--- src/rtl/alu_muldiv_seq.sv ---
// Sequential unsigned 32x32 multiply / 32/32 restoring divide, one iteration per clock.
// All add/subtract steps are routed through the shared external ALU.
//
// state  | meaning
// IDLE   | waiting for start; ALU drive held at zero
// RUN    | 32 shift-add (mul) or shift-subtract (div) iterations
// DONE   | one-cycle done pulse; results held afterwards
module alu_muldiv_seq (
  input  logic        clk,
  input  logic        reset_n,
  input  logic        start,
  input  logic        op,
  input  logic [31:0] opa,
  input  logic [31:0] opb,
  output logic        busy,
  output logic        done,
  output logic [31:0] result_hi,
  output logic [31:0] result_lo,
  output logic        div_by_zero,
  output logic [31:0] alu_a,
  output logic [31:0] alu_b,
  output logic        alu_binvert,
  output logic        alu_cin,
  output logic [1:0]  alu_operation,
  input  logic [31:0] alu_result,
  input  logic        alu_cout
);

  typedef enum logic [1:0] {
    S_IDLE = 2'd0,
    S_RUN  = 2'd1,
    S_DONE = 2'd2
  } state_t;

  state_t      state_q, state_d;
  logic        op_q, op_d;
  logic [31:0] hi_q, hi_d;
  logic [31:0] lo_q, lo_d;
  logic [31:0] operand_q, operand_d;
  logic [4:0]  cnt_q, cnt_d;
  logic        dbz_q, dbz_d;
  logic        sub_ok;

  always_ff @(posedge clk or negedge reset_n) begin
    if (!reset_n) begin
      state_q   <= S_IDLE;
      op_q      <= 1'b0;
      hi_q      <= '0;
      lo_q      <= '0;
      operand_q <= '0;
      cnt_q     <= '0;
      dbz_q     <= 1'b0;
    end else begin
      state_q   <= state_d;
      op_q      <= op_d;
      hi_q      <= hi_d;
      lo_q      <= lo_d;
      operand_q <= operand_d;
      cnt_q     <= cnt_d;
      dbz_q     <= dbz_d;
    end
  end

  always_comb begin
    state_d       = state_q;
    op_d          = op_q;
    hi_d          = hi_q;
    lo_d          = lo_q;
    operand_d     = operand_q;
    cnt_d         = cnt_q;
    dbz_d         = dbz_q;
    alu_a         = '0;
    alu_b         = '0;
    alu_binvert   = 1'b0;
    alu_cin       = 1'b0;
    alu_operation = 2'b00;
    sub_ok        = 1'b0;

    case (state_q)
      S_IDLE: begin
        if (start) begin
          op_d  = op;
          cnt_d = '0;
          dbz_d = 1'b0;
          hi_d  = '0;
          if (!op) begin
            lo_d      = opb;
            operand_d = opa;
            state_d   = S_RUN;
          end else if (opb == 32'd0) begin
            // Divide by zero skips RUN entirely and reports a saturated quotient.
            hi_d      = opa;
            lo_d      = 32'hFFFF_FFFF;
            operand_d = opb;
            dbz_d     = 1'b1;
            state_d   = S_DONE;
          end else begin
            lo_d      = opa;
            operand_d = opb;
            state_d   = S_RUN;
          end
        end
      end

      S_RUN: begin
        alu_operation = 2'b10;
        alu_b         = operand_q;
        if (!op_q) begin
          alu_a = hi_q;
          if (lo_q[0]) {hi_d, lo_d} = {alu_cout, alu_result, lo_q[31:1]};
          else         {hi_d, lo_d} = {1'b0, hi_q, lo_q[31:1]};
        end else begin
          alu_a       = {hi_q[30:0], lo_q[31]};
          alu_binvert = 1'b1;
          alu_cin     = 1'b1;
          // hi[31] set means the shifted remainder is 33 bits wide and always exceeds the divisor.
          sub_ok      = hi_q[31] | alu_cout;
          if (sub_ok) begin
            hi_d = alu_result;
            lo_d = {lo_q[30:0], 1'b1};
          end else begin
            hi_d = {hi_q[30:0], lo_q[31]};
            lo_d = {lo_q[30:0], 1'b0};
          end
        end
        cnt_d = cnt_q + 5'd1;
        if (cnt_q == 5'd31) state_d = S_DONE;
      end

      S_DONE: state_d = S_IDLE;

      default: state_d = S_IDLE;
    endcase
  end

  assign busy        = (state_q != S_IDLE);
  assign done        = (state_q == S_DONE);
  assign result_hi   = hi_q;
  assign result_lo   = lo_q;
  assign div_by_zero = dbz_q;

endmodule

--- config.mk ---
export PLATFORM = sky130hd
export DESIGN_NAME = alu_muldiv_seq
export DESIGN_NICKNAME = d
export VERILOG_FILES = /design/src/rtl/alu_muldiv_seq.sv
export SDC_FILE = /design/constraint.sdc
export NUM_CORES = 1
export LEC_CHECK = 0
export ABC_AREA = 1
export BUFFER_PORTS_ARGS = -buffer_cell sky130_fd_sc_hd__buf_2
export CELL_PAD_IN_SITES_DETAIL_PLACEMENT = 0
export CELL_PAD_IN_SITES_GLOBAL_PLACEMENT = 1
export CORE_UTILIZATION = 29
export CTS_CLUSTER_SIZE = 28
export DETAILED_ROUTE_END_ITERATION = 7
export PLACE_DENSITY = 0.73
export SETUP_SLACK_MARGIN = 0.15
export SKIP_LAST_GASP = 1
export SLEW_MARGIN = 20
export SYNTH_ARGS = -nofsm -noshare
export SYNTH_HDL_FRONTEND = slang
export SYNTH_SLANG_ARGS = --single-unit
--- constraint.sdc ---
create_clock -name clk -period 1.6 [get_ports clk]
set_input_delay 0 -clock clk [delete_from_list [all_inputs] [get_ports clk]]
set_output_delay 0 -clock clk [all_outputs]
set_load 0.02 [all_outputs]
=== After elaboration in Yosys (flattened, before gate mapping) ===
Cells that the tools add are included.

* Bits in registers: 105
* Bits of input ports: 101
* Output and inout port bits: 135
* Logic and storage cells: 51

* Add/subtract/negate cells: 1
* Equality and inequality tests: 5
* Mux-type cells: 30
* Bitwise logic cells: 1
* Reduce and logical (&&, ||, !) cells: 7

{| class="wikitable"
|+ Operators by type and width
! kind !! number
|-
| 32-bit two-way mux || 15
|-
| 32-bit case mux with 2 select lines || 2
|-
| 32-bit logical NOT || 1
|-
| 2-bit two-way mux || 5
|-
| 5-bit case mux with 2 select lines || 1
|-
| 2-bit AND reduction || 3
|-
| 5-bit by 1-bit adder with 5-bit output, second input constant || 1
|-
| 5-bit equality test, second input constant || 1
|-
| 1-bit two-way mux || 5
|-
| 5-bit two-way mux || 1
|-
| 2-bit != test, second input constant || 2
|-
| 2-bit case mux with 2 select lines || 1
|-
| 2-bit nonzero test || 2
|-
| 2-bit by 1-bit equality test with 1-bit output, second input constant || 1
|-
| 2-bit equality test, second input constant || 1
|-
| 2-bit logical NOT || 1
|-
| 1-bit bitwise OR || 1
|}

=== Logic depth before layout (Yosys ltp) ===
Gate-level depths: netlist of run 1.

* Depth in word-level cells: 5
* Gate-level depth with buffers: 10

=== Worst setup path before layout of run 1 ===
Ideal clock, no wire load.

* Path type: register to output
* Start: register state_q[1]
* End: output port alu_a[25]
* Arrival time: 1.441 ns
* Path slack: 0.159 ns
* Stages on the path, launching flop included: 9
* Path buffers: 3
* Cells stage by stage: dfrtp_1 > inv_2 > nand2_1 > buf_2 > inv_2 > buf_4 > buf_4 > o21ai_1 > a21oi_1

* Longest elaborated chain between the ends: 2

{| class="wikitable"
|+ RTL lines
! what !! RTL line !! source
|-
| from (decl) || 35 || <nowiki>state_t state_q, state_d;</nowiki>
|-
| from (signal assigned) || 54 || <nowiki>state_q <= state_d;</nowiki>
|-
| 2-bit by 1-bit equality test with 1-bit output || 79 || <nowiki>case (state_q)</nowiki>
|-
| 32-bit two-way mux || 79 ||
|-
| to (decl) || 20 || <nowiki>output logic [31:0] alu_a,</nowiki>
|}

No other way between the ends.

=== Final worst setup path of run 1 ===
* Start: register op_q
* End: output port alu_a[31]

* Longest elaborated chain between the ends: 2

{| class="wikitable"
|+ RTL lines
! what !! RTL line !! source
|-
| from (decl) || 36 || <nowiki>logic op_q, op_d;</nowiki>
|-
| from (signal assigned) || 55 || <nowiki>op_q <= op_d;</nowiki>
|-
| 32-bit two-way mux || 108 || <nowiki>if (!op_q) begin</nowiki>
|-
| 32-bit two-way mux || 79 ||
|}

No other way between the ends.

==> run_results.csv, run 1 <==
group,metric,value,unit
clock_tree,clock-sinks,105,
sta,fin_crit,1610,ps
place,dp_cells,1682,
job,maxCapViolations,0,
detailed_routing,drc_errors,0,
setup_path,cp.required,1600,ps
layout,antennaDiodeCount,0,
floorplanning,io_pins,236,
floorplanning,rows,58,
detailed_routing,postRouteAntennaNets,0,
detailed_routing,dr.pass1.iters,6,
sta,finalSetupViolations,1,
sta,rsz0062_at_grt,"true",
setup_path,start_kind,"flop",
power,combinationalPowerShare,71.4,%
setup_path,cp-end-kind,"output pin",
place,port-buffer-count,234,
synth,netlist_instances,1172,
synth,yosysUniqueCellTypes,29,
synth,ys_seq_area_share,34.7,%
detailed_routing,viasPerCell,5.22,
clock_tree,numCtsBuffers,9,
place,place.gp.congestion,0.844,
place,dp_hpwl,22600,um
power,vdd_drop_max,1.14,mV
outcome,status,"complete, but fails checks",
synth,syn_nets,1275,
detailed_routing,dr_total_vias,9331,
grt,grt_overflow,0,
power,p_leak,5.71,nW
layout,n_fill_cell,2551,
power,p_int,13.5,mW
sta,period_share,100,%
detailed_routing,totalWireLength,35300,um
sta,finalSetupTns,-7.70,ps
layout,area_growth_syn_to_layout,56.5,%
synth,synth_area_per_cell,6.47,um2
grt,grt_util_all_layers,24.6,%
detailed_routing,first_iter_violations,811,
power,p_sw_share,50.7,%
detailed_routing,wl_per_cell,19.7,um
sta,whs,-3.54,ps
power,seqPwrFrac,20.7,%
floorplanning,die_h,164,um
power,power_frac_clock,7.9,%
sta,fmaxAchievable,622,MHz
grt,antenna_found_initial,1,
setup_path,critPathKind,"flop to output pin",
layout,drive_above_1_share,35.2,%
sta,hold_viol,1,
clock_tree,clockRootBuffer,"clkbuf_16",
clock_tree,clkTransAtPathRegs,70,ps
grt,grt_start_max_net_pins,64,
layout,final_util,46.7,%
place,place_ws,84.7,ps
synth,syn_area,7580,um2
synth,yosys_register_bits,105,
synth,yosysWarnings,0,
floorplanning,die_w,164,um
grt,grt_pass1_wl,49700,um
floorplanning,die-area,26800,um2
sta,setup_slack,-7.70,ps
clock_tree,cts_tree,"built",
setup_path,crit_fanout,36,
floorplanning,fp.coreArea,25400,um2
sta,skew,9.96,ps
outcome,violations,"hold timing, setup timing",
place,placed_cell_area,9150,um2
hold_path,hold_class,"input pin to flop",
power,p_sw,13.9,mW
grt,grt_pass1_vias,8259,
power,p_total,27.4,mW
setup_path,arrival,1610,ps
clock_tree,clk-insertion-delay-late,360,ps
clock_tree,clockBufferDepth,2,
layout,fin_cells,1788,
power,power_per_cell_area,2310,nW/um2
sta,drv_slew,0,
clock_tree,htree_num_levels,3,
layout,stdcell_area,11900,um2
layout,nNetsFinal,1556,
floorplanning,start_util,29.8,%
final timing paths:
| path | endpoint | start | cells after the start | slack (ps) |
|---|---|---|---|---|
| min in group asynchronous | operand_q[17] | reset_n | 2 | 120 |
| min reg2reg | div_by_zero | div_by_zero | 2 | 510 |
| max | alu_a[31] | op_q | 4 | -8 |
| min | result_hi[16] | opa[16] | 3 | -4 |
| max reg2reg | result_hi[12] | state_q[1] | 9 | 20 |
| max in group asynchronous | result_lo[9] | reset_n | 3 | 890 |
Yosys cell counts:
cell type / count / area (um2)
a22o_1: 2 / 17.5
a21oi_1: 78 / 390
inv_1: 108 / 405
clkbuf_1: 22 / 82.6
nor3_1: 21 / 105
nand3_2: 1 / 10.0
conb_1: 1 / 3.75
nor3_2: 26 / 260
o22ai_1: 29 / 181
nand2_2: 1 / 6.26
ha_1: 2 / 25.0
nor2_4: 2 / 22.5
inv_2: 8 / 30.0
o211ai_1: 38 / 285
buf_2: 47 / 235
dfrtp_1: 105 / 2630
o21ai_0: 133 / 666
o221ai_1: 1 / 8.76
a211oi_1: 1 / 7.51
o21ai_1: 25 / 125
nor2_2: 1 / 6.26
buf_1: 3 / 11.3
nand3_1: 24 / 120
a31oi_1: 1 / 6.26
nor2_1: 149 / 559
nand2_1: 322 / 1210
o21bai_1: 1 / 7.51
buf_6: 4 / 45.0
buf_4: 16 / 120
per-layer routing:
metal	global-route usage, %	up-vias	wire length, um
li1	-	4372	-
met1	34.2	4462	15000
met2	39.0	444	16300
met3	4.55	53	3070
met4	6.23	0	971
met5	0	-	0
critical path, stage by stage (launching register included):
cell	delay (ps)
dfrtp_4	500
buf_16	220
o21ai_0	110
a21oi_1	210
buf_2	210
power groups by stage:
stage	sequential (mW)	combinational [mW]	clock, mW
5_1_grt	5.86	21.1	2.31
3_3_place_gp	5.48	13.8	0
3_5_place_dp	5.51	13.9	0
6_report	5.67	19.6	2.17
2_1_floorplan	6.07	8.71	0
4_1_cts	5.54	16.2	2.21
kinds of logic after synthesis:
family	synth area share, %
AO/OA/AOI/OAI	22.4
flip-flops	34.7
other	0.0495
buffers and inverters	12.3
adder cells (fa/ha/maj)	0.330
AND/OR/NAND/NOR	30.3
sequential cells by signal (all words and copies together), names as in the netlist:
name,cells
cnt_q,5
div_by_zero,1
op_q,1
operand_q,32
result_hi,32
result_lo,32
state_q,2
timing repair:
| action | CTS | global route |
|---|---|---|
| setup buffers | 15 | 20 |
| hold endpoints to repair | 133 | 0 |
| pin swaps | 8 | 52 |
| setup endpoints to repair | 114 | 161 |
| hold buffers | 29 | 0 |
| gates resized for setup | 109 | 229 |
| gates cloned | 10 | 17 |
placed cells by master, fill, tap and decap left out, types with 2 or more instances in the layout:
cell type       instances
nand2_1               286
buf_12                 27
o21ai_1                41
dlygate4sd3_1          27
o21ai_2                 5
nand2_4                17
buf_8                   8
clkbuf_1                3
nor3_2                 32
buf_16                 10
a21oi_2                20
nor3_1                 11
nand3_1                23
inv_2                  11
ha_1                    2
nor2_4                 14
o211ai_1               38
o22ai_2                17
a21oi_1                56
buf_2                 169
nor3_4                  4
buf_6                  25
dfrtp_1               103
clkinv_8                2
a21oi_4                 2
nor2_1                127
nand2_2                18
o21ai_0               111
dlymetal6s4s_1          2
nor2_2                 11
o22ai_1                 8
o22ai_4                 4
inv_1                 102
nand2_8                 2
clkbuf_16              23
clkbuf_8                2
buf_4                  79
a22o_1                  2
area by class of cell:
cell class              count  area [um2]  area share (%)
multi-input cells         859        4740            40.0
repair buffers            362        3330            28.1
flip-flops and latches    105        2630            22.2
inverters                 116         465            3.92
well taps                 330         413            3.48
clock buffers              14         264            2.23
clock inverters             2        12.5           0.105
(Power assumes the default switching activity.)
==> inputs of run 2 (changes only) <==
--- a/config.mk
+++ b/config.mk
@@ -12,7 +12,7 @@
 export CORE_UTILIZATION = 29
 export CTS_CLUSTER_SIZE = 28
 export DETAILED_ROUTE_END_ITERATION = 7
-export PLACE_DENSITY = 0.73
+export PLACE_DENSITY_LB_ADDON = 0.1
 export SETUP_SLACK_MARGIN = 0.15
 export SKIP_LAST_GASP = 1
 export SLEW_MARGIN = 20
==> run 2 against run 1 <==
The run now ends clean. Maximum frequency rose by 0.69%. Critical path depth rose by 4. Clock-buffer cell count fell by 3. Via count fell by 4.7%. Clock skew fell by 4.0 ps.
==> run_results.csv, run 2 (synthesis results as in run 1) <==
group,metric,value,unit
power,p_leak,5.38,nW
detailed_routing,dr.pass1.iters,5,
layout,drive_above_1_share,30.6,%
sta,skew,5.92,ps
clock_tree,clockRootBuffer,"clkbuf_16",
floorplanning,fp.coreArea,25400,um2
place,port-buffer-count,234,
setup_path,start_kind,"flop",
detailed_routing,drc_errors,0,
setup_path,r2r-start,"op_q",
place,place.gp.congestion,0.816,
place,place_ws,108,ps
detailed_routing,first_iter_violations,610,
outcome,status,"finished clean",
grt,grt_pass1_vias,8281,
detailed_routing,dr_total_vias,8896,
power,seqPwrFrac,22.1,%
place,dp_cells,1688,
setup_path,cp-end-kind,"output pin",
job,maxCapViolations,0,
floorplanning,die-area,26800,um2
power,p_sw_share,51.3,%
setup_path,cp.required,1600,ps
layout,antennaDiodeCount,0,
power,vdd_drop_max,1.08,mV
setup_path,critical-path-slowest-cell,"dfrtp_1",
detailed_routing,postRouteAntennaNets,0,
detailed_routing,wl_per_cell,19.4,um
power,p_int,12.5,mW
grt,grt_overflow,0,
layout,stdcell_area,11000,um2
layout,final_cell_mix,"nand2_1 (297), buf_2 (194), nor2_1 (143)",
sta,rsz0062_at_grt,"true",
grt,grt_pass1_wl,50600,um
setup_path,arrival,1600,ps
setup_path,startpoint,"state_q[1]",
sta,fin_crit,1600,ps
power,combinationalPowerShare,68.2,%
sta,hold_viol,0,
clock_tree,clockBufferDepth,2,
sta,drv_slew,0,
place,dp_hpwl,23100,um
clock_tree,htree_num_levels,3,
setup_path,crit_path_cell_trace,"inv_2 > buf_6 > nand2_8 > clkinv_8 > buf_8 > o21ai_2 > a21oi_2 > buf_4",
power,power_frac_clock,9.7,%
grt,antenna_found_initial,0,
layout,multi_input_area,4390,um2
floorplanning,start_util,29.8,%
layout,n_fill_cell,2752,
clock_tree,numCtsBuffers,9,
setup_path,critPathKind,"flop to output pin",
grt,grt_util_all_layers,25.0,%
power,p_sw,13.1,mW
floorplanning,die_w,164,um
place,placed_cell_area,9240,um2
sta,period_share,99.8,%
power,power_per_cell_area,2330,nW/um2
layout,final_common_cell,"nand2_1",
detailed_routing,totalWireLength,34100,um
clock_tree,clock-sinks,105,
setup_path,cp_slowest_stage_delay,380,ps
layout,fin_cells,1763,
floorplanning,rows,58,
sta,fmaxAchievable,626,MHz
hold_path,hold_class,"input pin to flop",
clock_tree,cts_tree,"built",
detailed_routing,viasPerCell,5.05,
sta,finalSetupViolations,0,
hold_path,hold_start,"opb[28]",
layout,area_growth_syn_to_layout,45.0,%
sta,setup_slack,3.39,ps
setup_path,crit_fanout,7,
layout,seqCellArea,2630,um2
floorplanning,die_h,164,um
grt,grt_start_max_net_pins,50,
layout,nNetsFinal,1531,
clock_tree,clkTransAtPathRegs,80,ps
layout,final_util,43.3,%
floorplanning,io_pins,236,
clock_tree,clk-insertion-delay-late,360,ps
sta,whs,7.46,ps
[run 2: cell count changes in the layout (fill, tap and decap cells not counted), moves of 9 or more]
cell,previous run,this run
nor2_4,14,2
o22ai_1,8,29
buf_4,79,55
buf_6,25,13
o21ai_2,5,14
o22ai_2,17,0
nand2_2,18,8
o21ai_1,41,32
nand2_1,286,297
nor3_1,11,21
nor2_1,127,143
buf_2,169,194
[run 2: metrics by stage]
step,total power [mW],setup TNS (ps)
2_1_floorplan,14.8,0
3_3_place_gp,19.6,0
3_5_place_dp,19.7,0
4_1_cts,23.7,-62.0
5_1_grt,27.5,-963
6_report,25.6,0
[run 2: what timing repair did]
item | 4_1_cts | 5_1_grt
buffers inserted | 7 | 5
pin swaps | 1 | 42
hold endpoints to repair | 136 | 0
setup endpoints to repair | 103 | 156
gates resized for setup | 52 | 144
hold buffers | 32 | 0
gates cloned | 6 | 10
[run 2: layer usage]
| layer | routed length (um) | up-vias | part of all wire (%) | global-route usage [%] |
|---|---|---|---|---|
| li1 | - | 4321 | - | - |
| met1 | 16000 | 4282 | 47 | 35.1 |
| met2 | 16200 | 267 | 47 | 41.0 |
| met3 | 1460 | 26 | 4.3 | 2.31 |
| met4 | 503 | 0 | 1.5 | 6.31 |
| met5 | 0 | - | 0 | 0 |
[run 2: worst max-delay path: cells and delay by family, from the launching register on]
kind	cells	cell delay, ps
buffers and inverters	5	560
DFF	1	380
AOI/OAI and AO/OA	2	210
and+or+nand+nor	1	80
[run 2: layout make-up]
type                    instances  area share (%)
clock buffers                  11            2.30
inverters                     116            4.19
flip-flops and latches        105            24.0
repair buffers                337            25.2
multi-input cells             859            40.0
clock inverters                 5           0.615
well taps                     330            3.76
[run 2: worst paths after layout]
check	to	slack, ps	cells after the start
min in group asynchronous	operand_q[17]	90	2
min reg2reg	cnt_q[4]	520	1
min	operand_q[28]	7	5
max in group asynchronous	result_hi[30]	920	3
max	alu_a[17]	3	8
max reg2reg	result_lo[25]	60	10
[run 2: power by group through the flow]
stage / Clock [mW] / Sequential [mW] / Combinational, mW
after CTS: 2.52 / 5.51 / 15.7
after global routing: 2.61 / 5.85 / 19.0
after floorplan: 0 / 6.07 / 8.71
after global placement: 0 / 5.53 / 14.1
final: 2.48 / 5.65 / 17.4
after detailed placement: 0 / 5.51 / 14.2
==> inputs of run 3 (changes only) <==
==> constraint.sdc (replaced) <==
create_clock -name clk -period 1.6 [get_ports clk]
set_input_delay 0.08 -clock clk [delete_from_list [all_inputs] [get_ports clk]]
set_output_delay 0.08 -clock clk [all_outputs]
set_load 0.02 [all_outputs]
==> run 3 against run 2 <==
The flow now finishes with violations (setup timing). Combinational power rose by 26%. Global-route usage up 0.93 points. Clock-buffer cell count shrank 1. Clock skew fell by 1.8 ps. Die area is the same.
==> run_results.csv, run 3 (synthesis results as in run 1) <==
group,metric,value,unit
floorplanning,start_util,29.8,%
place,placed_cell_area,9390,um2
detailed_routing,drc_errors,0,
power,p_sw_share,48.9,%
layout,final_common_cell,"nand2_1",
grt,grt_util_all_layers,25.9,%
grt,grt_pass1_wl,51700,um
sta,slew_headroom,65.8,%
detailed_routing,top_layer_used,"met4",
detailed_routing,dr_total_vias,9108,
clock_tree,cts_tree,"built",
setup_path,arrival,1610,ps
floorplanning,rows,58,
floorplanning,fp.coreArea,25400,um2
power,combinationalPowerShare,73.3,%
sta,skew,4.11,ps
layout,drive_above_1_share,38.7,%
sta,setup_slack,-92.1,ps
outcome,status,"complete, but fails checks",
power,p_int,15.3,mW
floorplanning,die-area,26800,um2
grt,grt_pass1_vias,8353,
sta,rsz0062_at_grt,"true",
clock_tree,clk-insertion-delay-late,360,ps
grt,grt_overflow,0,
floorplanning,die_h,164,um
hold_path,hold_class,"input pin to flop",
detailed_routing,met3WireLength,1770,um
place,place.gp.congestion,0.840,
clock_tree,clock-sinks,105,
detailed_routing,dr.pass1.iters,5,
power,vdd_drop_max,1.05,mV
setup_path,cp-end-kind,"output pin",
grt,antenna_found_initial,1,
power,seqPwrFrac,18.9,%
detailed_routing,wl_per_cell,20.2,um
layout,multi_input_area,4710,um2
layout,nNetsFinal,1577,
clock_tree,clockRootBuffer,"clkbuf_16",
floorplanning,io_pins,236,
detailed_routing,viasPerCell,5.03,
sta,fmaxAchievable,591,MHz
detailed_routing,wl_met2,17500,um
place,dp_hpwl,23300,um
setup_path,cp.required,1520,ps
job,maxCapViolations,0,
sta,drv_slew,0,
detailed_routing,met1_length,16100,um
setup_path,critical-path-slowest-cell,"dfrtp_4",
power,power_per_cell_area,2440,nW/um2
setup_path,start_kind,"flop",
floorplanning,die_w,164,um
layout,area_growth_syn_to_layout,61.7,%
detailed_routing,first_iter_violations,607,
detailed_routing,postRouteAntennaNets,0,
clock_tree,numCtsBuffers,9,
detailed_routing,totalWireLength,36500,um
sta,worst_slew_pin_slew,508,ps
setup_path,crit_fanout,6,
sta,fin_crit,1690,ps
clock_tree,clockBufferDepth,2,
setup_path,cp_slowest_stage_delay,550,ps
layout,stdcell_area,12300,um2
setup_path,crit_path_cell_trace,"inv_8 > buf_12 > clkbuf_16 > nand2_1 > a21oi_1 > buf_4",
setup_path,critPathKind,"flop to output pin",
grt,grt_start_max_net_pins,56,
layout,n_fill_cell,2598,
layout,seqCellArea,2630,um2
sta,finalSetupViolations,95,
power,power_frac_clock,7.8,%
place,port-buffer-count,234,
layout,final_util,48.3,%
clock_tree,clkTransAtPathRegs,70,ps
sta,hold_viol,0,
outcome,violations,"setup timing",
power,p_leak,5.95,nW
power,p_sw,14.6,mW
sta,period_share,106,%
clock_tree,htree_num_levels,3,
layout,final_cell_mix,"nand2_1 (299), buf_2 (199), nor2_1 (141)",
[run 3: cell count changes in the layout (fill, tap and decap cells not counted), sizes merged]
cell | previous run | this run
buf | 296 | 365
dlygate4sd3 | 32 | 2
clkbuf | 19 | 22
clkinvlp | 0 | 3
bufbuf | 1 | 3
inv | 118 | 116
clkinv | 2 | 3
diode | 0 | 1
[run 3: per-stage QoR]
step / std cells / TNS (ps) / setup slack, ps / total power, mW / hold WS, ps
global placement: 1695 / 0 / 53.4 / 20.0 / 79.1
finish: 1810 / -3370 / -92.1 / 29.9 / 33.0
CTS: 1777 / -3180 / -77.5 / 27.0 / 18.1
global route: 1809 / -9860 / -145 / 31.9 / 47.0
detailed placement: 1695 / 0 / 34.8 / 20.0 / 84.1
floorplan: 1172 / 0 / 78.6 / 15.0 / -216
[run 3: timing repair]
action / 4_1_cts / 5_1_grt
setup buffers: 44 / 19
pin swaps: 70 / 68
endpoints found under the hold margin: 29 / 0
hold buffers: 2 / 0
cloned: 20 / 15
gates resized for setup: 157 / 218
setup endpoints to repair: 129 / 166
[run 3: cell type report]
cell class	count	share of cell area [%]
antenna	1	0.0204
clock buffer	10	1.87
clock inverter	6	0.551
inverter	116	3.81
multi-input combinational	859	38.4
sequential	105	21.5
tap	330	3.37
timing repair buffer	382	30.4
timing repair inverter	1	0.133
[run 3: power by group through the flow]
stage                     Clock [mW]  Sequential, mW  Combinational, mW
after floorplan                    0            6.07               8.94
after global placement             0            5.49               14.5
after detailed placement           0            5.48               14.6
after CTS                       2.38            5.53               19.1
after global routing            2.46            5.88               23.6
final                           2.34            5.65               21.9
[run 3: final timing paths]
| path | start | slack (ps) | endpoint | depth (start not counted) |
|---|---|---|---|---|
| min in group asynchronous | reset_n | 230 | operand_q[25] | 2 |
| worst max register to register | state_q[0] | -50 | result_lo[31] | 10 |
| worst min-delay path | opb[13] | 30 | operand_q[13] | 3 |
| worst min register to register | cnt_q[4] | 510 | cnt_q[4] | 1 |
| max in group asynchronous | reset_n | 800 | state_q[0] | 3 |
| worst max-delay path | op_q | -90 | alu_a[0] | 6 |
[run 3: metal layers]
| layer | global-route usage, % | up-vias |
|---|---|---|
| met5 | 0 | - |
| met4 | 9.81 | 0 |
| met3 | 3.43 | 50 |
| met2 | 42.2 | 306 |
| met1 | 34.8 | 4329 |
| li1 | - | 4423 |
[run 3: critical path, delay by kind of cell, from the launching register on]
family | cells | cell delay, ps
flip-flops | 1 | 550
buffers and inverters | 4 | 530
AO/OA/AOI/OAI | 1 | 130
AND/OR/NAND/NOR | 1 | 40
